[src/rtl/vga_pkg.sv]
// Shared raster timing constants and coordinate types for the VGA output path
// (timing generator, colour stage and VDP fetch logic).
package vga_pkg;

  // 640x480@60 defaults
  localparam int unsigned H_ACTIVE_DEF = 640;
  localparam int unsigned H_FP_DEF     = 16;
  localparam int unsigned H_SYNC_DEF   = 96;
  localparam int unsigned H_BP_DEF     = 48;
  localparam int unsigned H_TOTAL_DEF  = H_ACTIVE_DEF + H_FP_DEF + H_SYNC_DEF + H_BP_DEF;

  localparam int unsigned V_ACTIVE_DEF = 480;
  localparam int unsigned V_FP_DEF     = 10;
  localparam int unsigned V_SYNC_DEF   = 2;
  localparam int unsigned V_BP_DEF     = 33;
  localparam int unsigned V_TOTAL_DEF  = V_ACTIVE_DEF + V_FP_DEF + V_SYNC_DEF + V_BP_DEF;

  typedef logic [9:0] col_t;
  typedef logic [8:0] row_t;
  typedef logic [9:0] cnt_t;

  // Half-open window test [lo, hi), unsigned.
  function automatic logic in_window(cnt_t val, cnt_t lo, cnt_t hi);
    return (val >= lo) && (val < hi);
  endfunction

endpackage

[src/rtl/vga_timing_pix_tick_gen.sv]
// Pixel-rate divider: tick is high for one clk out of every CLK_DIV.
module pix_tick_gen #(
  parameter int unsigned CLK_DIV = 4
) (
  input  logic clk,
  input  logic rst,
  output logic tick
);

  localparam int unsigned DivW = $clog2(CLK_DIV) + 1;
  localparam logic [DivW-1:0] DivLast = DivW'(CLK_DIV - 1);

  logic [DivW-1:0] div_q, div_d;

  // Next divider value: count up and wrap after CLK_DIV-1.
  always_comb begin
    div_d = div_q + 1'b1;
    if (div_q == DivLast) begin
      div_d = '0;
    end
  end

  // Divider state register.
  always_ff @(posedge clk or posedge rst) begin
    if (rst) begin
      div_q <= '0;
    end else begin
      div_q <= div_d;
    end
  end

  // With CLK_DIV=1 DivLast is 0 and div_q never leaves 0, so tick is constant 1.
  assign tick = (div_q == DivLast);

endmodule

[src/rtl/vga_timing.sv]
// Raster timing generator: pixel-rate divider, h/v counters (stage 0) and a
// registered decode stage (stage 1) producing syncs, blank, coordinates and strobes.
module vga_timing
  import vga_pkg::*;
#(
  parameter int unsigned CLK_DIV  = 4,
  parameter int unsigned H_ACTIVE = H_ACTIVE_DEF,
  parameter int unsigned H_FP     = H_FP_DEF,
  parameter int unsigned H_SYNC   = H_SYNC_DEF,
  parameter int unsigned H_BP     = H_BP_DEF,
  parameter int unsigned V_ACTIVE = V_ACTIVE_DEF,
  parameter int unsigned V_FP     = V_FP_DEF,
  parameter int unsigned V_SYNC   = V_SYNC_DEF,
  parameter int unsigned V_BP     = V_BP_DEF
) (
  input  logic clk,
  input  logic rst,
  output logic HSync,
  output logic VSync,
  output logic blank,
  output row_t row,
  output col_t col,
  output logic pix_en,
  output logic line_start,
  output logic frame_start
);

  localparam int unsigned H_TOTAL = H_ACTIVE + H_FP + H_SYNC + H_BP;
  localparam int unsigned V_TOTAL = V_ACTIVE + V_FP + V_SYNC + V_BP;

  // Every boundary below must be representable in the 10-bit counters.
  if (H_TOTAL > 1023 || V_TOTAL > 1023) begin : g_bad_total
    $error("vga_timing: H_TOTAL/V_TOTAL must fit in 10 bits");
  end
  if (V_ACTIVE > 512) begin : g_bad_row
    $error("vga_timing: V_ACTIVE must fit the 9-bit row output");
  end
  if (CLK_DIV < 1) begin : g_bad_div
    $error("vga_timing: CLK_DIV must be >= 1");
  end

  localparam cnt_t HLast     = cnt_t'(H_TOTAL - 1);
  localparam cnt_t VLast     = cnt_t'(V_TOTAL - 1);
  localparam cnt_t HActEnd   = cnt_t'(H_ACTIVE);
  localparam cnt_t VActEnd   = cnt_t'(V_ACTIVE);
  localparam cnt_t HSyncLo   = cnt_t'(H_ACTIVE + H_FP);
  localparam cnt_t HSyncHi   = cnt_t'(H_ACTIVE + H_FP + H_SYNC);
  localparam cnt_t VSyncLo   = cnt_t'(V_ACTIVE + V_FP);
  localparam cnt_t VSyncHi   = cnt_t'(V_ACTIVE + V_FP + V_SYNC);

  logic tick;

  pix_tick_gen #(
    .CLK_DIV(CLK_DIV)
  ) u_pix_tick_gen (
    .clk (clk),
    .rst (rst),
    .tick(tick)
  );

  // Stage 0 counters
  cnt_t h_cnt_q, h_cnt_d;
  cnt_t v_cnt_q, v_cnt_d;

  // Stage 1 decode registers
  logic hsync_q, hsync_d;
  logic vsync_q, vsync_d;
  logic blank_q, blank_d;
  row_t row_q, row_d;
  col_t col_q, col_d;
  logic pix_en_q, pix_en_d;
  logic line_start_q, line_start_d;
  logic frame_start_q, frame_start_d;

  logic active;

  // Counter next-state: h advances per pixel, v advances on h wrap.
  always_comb begin
    h_cnt_d = h_cnt_q;
    v_cnt_d = v_cnt_q;
    if (tick) begin
      if (h_cnt_q == HLast) begin
        h_cnt_d = '0;
        v_cnt_d = (v_cnt_q == VLast) ? '0 : v_cnt_q + 1'b1;
      end else begin
        h_cnt_d = h_cnt_q + 1'b1;
      end
    end
  end

  assign active = (h_cnt_q < HActEnd) && (v_cnt_q < VActEnd);

  // Decode of the current counters; level outputs hold between ticks, strobes do not.
  always_comb begin
    hsync_d       = hsync_q;
    vsync_d       = vsync_q;
    blank_d       = blank_q;
    row_d         = row_q;
    col_d         = col_q;
    pix_en_d      = tick;
    line_start_d  = tick && (h_cnt_q == '0);
    frame_start_d = tick && (h_cnt_q == '0) && (v_cnt_q == '0);
    if (tick) begin
      hsync_d = ~in_window(h_cnt_q, HSyncLo, HSyncHi);
      vsync_d = ~in_window(v_cnt_q, VSyncLo, VSyncHi);
      blank_d = ~active;
      col_d   = active ? h_cnt_q : '0;
      row_d   = active ? v_cnt_q[8:0] : '0;
    end
  end

  // Counter registers.
  always_ff @(posedge clk or posedge rst) begin
    if (rst) begin
      h_cnt_q <= '0;
      v_cnt_q <= '0;
    end else begin
      h_cnt_q <= h_cnt_d;
      v_cnt_q <= v_cnt_d;
    end
  end

  // Decode registers; reset drives the idle (sync high, blanked) state.
  always_ff @(posedge clk or posedge rst) begin
    if (rst) begin
      hsync_q       <= 1'b1;
      vsync_q       <= 1'b1;
      blank_q       <= 1'b1;
      row_q         <= '0;
      col_q         <= '0;
      pix_en_q      <= 1'b0;
      line_start_q  <= 1'b0;
      frame_start_q <= 1'b0;
    end else begin
      hsync_q       <= hsync_d;
      vsync_q       <= vsync_d;
      blank_q       <= blank_d;
      row_q         <= row_d;
      col_q         <= col_d;
      pix_en_q      <= pix_en_d;
      line_start_q  <= line_start_d;
      frame_start_q <= frame_start_d;
    end
  end

  assign HSync       = hsync_q;
  assign VSync       = vsync_q;
  assign blank       = blank_q;
  assign row         = row_q;
  assign col         = col_q;
  assign pix_en      = pix_en_q;
  assign line_start  = line_start_q;
  assign frame_start = frame_start_q;

endmodule
[config.mk]
export PLATFORM = sky130hd
export DESIGN_NAME = vga_timing
export DESIGN_NICKNAME = d
export VERILOG_FILES = /design/src/rtl/vga_pkg.sv /design/src/rtl/vga_timing_pix_tick_gen.sv /design/src/rtl/vga_timing.sv
export SDC_FILE = /design/constraint.sdc
export NUM_CORES = 1
export LEC_CHECK = 0
export BUFFER_PORTS_ARGS = -buffer_cell sky130_fd_sc_hd__buf_2
export CAP_MARGIN = 10
export CORE_MARGIN = 5
export CORE_UTILIZATION = 40
export DETAILED_ROUTE_END_ITERATION = 12
export GPL_TIMING_DRIVEN = 0
export SETUP_SLACK_MARGIN = 0.4
export SLEW_MARGIN = 15
export SYNTH_ARGS = -nofsm -noshare
export SYNTH_HDL_FRONTEND = slang
export SYNTH_HIERARCHICAL = 1
export SYNTH_SLANG_ARGS = --single-unit
export TNS_END_PERCENT = 50
[constraint.sdc]
create_clock -name clk -period 1.4 [get_ports clk]
set_input_delay 0.14 -clock clk [delete_from_list [all_inputs] [get_ports clk]]
set_output_delay 0.14 -clock clk [all_outputs]
set_load 0.01 [all_outputs]
### Word-level counts from Yosys, hierarchy flattened

Index checks and enable logic that the tools add are counted.

| storage, ports and cells | value |
|---|---|
| bits in registers | 48 |
| output and inout port bits | 25 |
| logic and storage cells | 39 |

| operators by class | value |
|---|---|
| add/subtract/negate cells | 3 |
| magnitude comparators | 6 |
| equality and inequality tests | 3 |
| multiplexer cells | 5 |
| bitwise gates (word level) | 3 |
| reduce and logical (&&, ||, !) cells | 8 |

Operators by type and width:

| operator | number |
|---|---|
| $mux W10 | 3 |
| $add A10 B1 Y10 const B | 2 |
| $eq A10 B10 Y1 const B | 2 |
| $logic_not A10 Y1 | 2 |
| $lt A10 B10 Y1 const B | 2 |
| $lt A10 B9 Y1 const B | 2 |
| $ge A10 B10 Y1 const B | 1 |
| $ge A10 B9 Y1 const B | 1 |
| $mux W9 | 1 |
| $logic_and A1 B1 Y1 | 5 |
| $add A3 B1 Y3 const B | 1 |
| $eq A3 B2 Y1 const B | 1 |
| $mux W3 | 1 |
| $not A1 Y1 | 3 |
| $reduce_and A2 Y1 | 1 |

### Longest topological paths before layout

| depth | value |
|---|---|
| word-level depth | 3 |
| mapped depth | 7 |
| gate-level depth less buffers | 6 |

### Hierarchy

Netlist, hierarchy kept.

By module, submodules not included:

| module | instances | cells each | area each (sq um) | seq. area each (sq um) |
|---|---|---|---|---|
| vga_timing | 1 | 215 | 2073.2 | 1129.8 |
| pix_tick_gen | 1 | 9 | 126.4 | 75.1 |

### Least setup slack after synthesis

OpenSTA, ideal clock, no wires.

| timing path | value |
|---|---|
| kind | reg-to-reg |
| from | register u_pix_tick_gen.div_q[0] |
| to | register v_cnt_q[6] |
| setup time | 125 ps |
| data arrival time | 1440 ps |
| slack | -165 ps |
| stages on the path, launching flop included | 8 |
| period minus slack after synthesis | 1565 ps |
| cells stage by stage | dfrtp_1 ha_1 nor2b_4 and2_1 and4_1 buf_4 nand4_1 xnor2_1 |

| between the ends | value |
|---|---|
| longest elaborated chain between the ends | 2 |

Ends and longest elaborated chain:

| item | line | source |
|---|---|---|
| from (decl) | vga_timing_pix_tick_gen.sv:13 | `logic [DivW-1:0] div_q, div_d;` |
| from (signal assigned) | vga_timing_pix_tick_gen.sv:28 | `div_q <= div_d;` |
| $eq A3 B2 Y1 | vga_timing_pix_tick_gen.sv:33 | `assign tick = (div_q == DivLast);` |
| via pix_en_d | vga_timing.sv:71 | `logic pix_en_q, pix_en_d;` |
| $reduce_and A2 Y1 (no line) | - |  |
| to (signal assigned) | vga_timing.sv:119 | `v_cnt_q <= v_cnt_d;` |
| to (decl) | vga_timing.sv:63 | `cnt_t v_cnt_q, v_cnt_d;` |

The timed path passes the listed nets, and every way through them passes these cells.
A chain may end at the register's enable or synchronous reset.

### Final worst setup path

| timing path | value |
|---|---|
| from | register u_pix_tick_gen.div_q[0] |
| to | register frame_start_q, in the netlist frame_start |

| between the ends | value |
|---|---|
| longest elaborated chain between the ends | 3 |

Ends and longest elaborated chain:

| item | line | source |
|---|---|---|
| $eq A3 B2 Y1 | vga_timing_pix_tick_gen.sv:33 |  |
| via pix_en_d | vga_timing.sv:71 |  |
| $logic_and A1 B1 Y1 | - |  |
| via line_start_d | vga_timing.sv:72 | `logic line_start_q, line_start_d;` |
| $logic_and A1 B1 Y1 | vga_timing.sv:102 | `frame_start_d = tick && (h_cnt_q == '0) && (v_cnt_q == '0);` |
| via frame_start_d | vga_timing.sv:73 | `logic frame_start_q, frame_start_d;` |
| to (signal assigned) | vga_timing.sv:142 | `frame_start_q <= frame_start_d;` |
| to (decl) | vga_timing.sv:73 |  |

The timed path passes the listed nets, and every way through them passes these cells.

==> run summary <==
Synth top area share -> 51.19%
First-pass GRT wire length -> 8652 um
Slew headroom -> 34.07%
Power Total -> 2.266 mW
Die Wd -> 84.16 um
Crit end category -> register
Period Utilization, post-route -> 117.5%
Skew final -> 7.262 ps
Pre-CTS setup slack -> -359.2 ps
Yosys Warn Count -> 6
Peak supply drop -> 0.6845 mV
Max-slew violation count -> 0
Non-filler instance count after layout -> 354
First DRT Iteration DRCs -> 123
Minimum clock period -> 1645 ps
Synth cell types -> 42
R2R Setup Slk -> -240 ps
Largest net degree at the start of global routing -> 46
Inserted Diodes -> 0
Hold slack -> 31.71 ps
Num CTS Buffers -> 5
Row cnt -> 27
Predominant post-synthesis flop cell -> dfrtp_1
Die Ht -> 84.16 um
Lkg Pwr -> 1.353 nW
Synth area leaders -> dfrtp_1, o21ai_0, inv_1
Worst path arrival time -> 1890 ps
Final setup viols -> 38
Synth area leader -> dfrtp_1
Synthesized area -> 2200 um2
Synthesized Nets -> 231
Most common cell in the netlist -> dfrtp_1
FF/Latch Area -> 1207 um2
Clock sink count -> 48
Grt ovf -> 0
Input/output buffers -> 26
Seq/Total Area, Yosys -> 54.78%
Max Cap Viol -> 0
Worst-margin pin slew -> 986.9 ps
Crit path max fanout -> 4
Placed cells -> 322
Via total after detailed routing -> 1720
Clock root buffer -> clkbuf_8
Routed Antenna Nets -> 0
Final WS setup -> -244.7 ps
Util after Layout -> 52.80%
Post-DR wirelength/cell -> 14.23 um
Clk buf depth -> 2
Initial antenna violation count -> 0
TNS Setup -> -4161 ps
Status -> complete, but fails checks
Gr usage total -> 14.88%
PD cells -> 789.2 nW/um2
Clk slew on worst S/H paths -> 100 ps
Drc violations -> 0
Post-Synthesis Cells -> 224
Crit start category -> register
Failing checks -> negative setup slack
Routability cong. -> 0.7516
Hold Path Class -> input pin to asynchronous set/reset pin
RSZ-0062 raised after global routing -> true
Vias in the first global route -> 1812
Layout cells sized above 1 -> 35.82%
Most instantiated cells after synthesis -> dfrtp_1, inv_1, nand2_1, o21ai_0, nor2_1
Final Instance Area -> 2872 um2
Critical path class -> register to register
Initial DRT Pass Iterations -> 4
Nets -> 288
Clock latency at the later pin of the worst-skew pair -> 310 ps
Final hold violations -> 0
FF+latch count, synth -> 48
WP data required -> 1640 ps
Initial Util -> 40.44%
Multi-input gate area -> 940.9 um2
TritonCTS clock tree -> built
Post-Place Cell Area -> 2472 um2
EDFF count, synth -> 0
Fill cell count -> 512
H-tree levels -> 2
Die ar. -> 7082 um2
Ys async rst share -> 100.0%
Syn avg cell area -> 9.820 um2
Fmax -> 608.0 MHz
Area delta synth->final -> 30.55%
Final WL -> 5036 um
Core area -> 5439 um2
I/O pin count -> 27
Vias per Instance -> 4.859
Post-DP HPWL -> 3221 um
==> flip-flops by register name (all words and copies together) (netlist names) <==
| signal | count |
|---|---|
| HSync | 1 |
| VSync | 1 |
| blank | 1 |
| col | 10 |
| frame_start | 1 |
| h_cnt_q | 10 |
| line_start | 1 |
| pix_en | 1 |
| row | 9 |
| u_pix_tick_gen/div_q | 3 |
| v_cnt_q | 10 |
==> repair_timing <==
action                                  CTS  global route
hold buffers                              1             0
pin swaps                                 9             6
endpoints found under the setup margin   47            64
hold endpoints to repair                  3             0
cloned                                    1             0
gates resized for setup                  16            20
setup buffers                            10            12
==> power breakdown <==
group          switching [mW]  internal (mW)
combinational          0.0282        0.00365
sequential                  0           1.39
clock                   0.494          0.354
==> final timing paths <==
| path | startpoint | to | cells after the start |
|---|---|---|---|
| setup reg to reg | u_pix_tick_gen/div_q[0] | frame_start | 5 |
| hold reg to reg | blank | blank | 2 |
| hold / removal | rst | row[8] | 2 |
| setup / recovery | u_pix_tick_gen/div_q[0] | frame_start | 5 |
| min in group clk | blank | blank | 2 |
| max in group asynchronous | rst | v_cnt_q[1] | 2 |
==> layout make-up <==
cell class,count,share of cell area [%]
repair buffers,50,11.55
plain buffers,11,3.486
flip-flops and latches,48,42.05
well taps,72,3.137
clock buffers,5,2.397
clock inverters,3,0.8279
multi-input cells,137,32.77
inverters,28,3.791
==> layer usage <==
layer | wire length (um) | vias up | global-route usage (%) | share of wire, %
met2 | 2380 | 26 | 24.32 | 47
met1 | 2422 | 833 | 19.68 | 48
met4 | 58 | 0 | 4.971 | 1.2
li1 | - | 856 | - | -
met3 | 173 | 5 | 3.140 | 3.4
met5 | 0 | - | 0 | 0
==> cell families after synthesis <==
group,share of synthesized area [%]
fa+ha+maj,2.844
xor+xnor,3.982
simple gates,20.76
compound gates,9.784
buf+inv,7.338
mux,0.5119
flops,54.78
==> cells in the final DEF (no fill, tap or decap), types with 3 or more instances in the layout <==
cell	synthesis	routed
dfrtp_1	45	43
inv_1	28	27
nand2_1	27	26
buf_2	3	24
o21ai_0	27	24
buf_4	1	23
nor2_1	11	10
xnor2_1	8	8
buf_6	1	7
clkbuf_8	0	7
nand3_1	8	7
nand4_1	5	5
and3_1	6	5
ha_1	5	4
dfstp_2	3	3
clkbuf_2	0	3
o21ai_1	1	3
clkinvlp_4	0	3
==> worst max-delay path: stages (launching register included) <==
cell	delay, ps
dfrtp_1	370
ha_1	160
nor2b_4	180
or4b_4	490
nor3_4	160
and4_1	220
(Power assumes the default switching activity.)
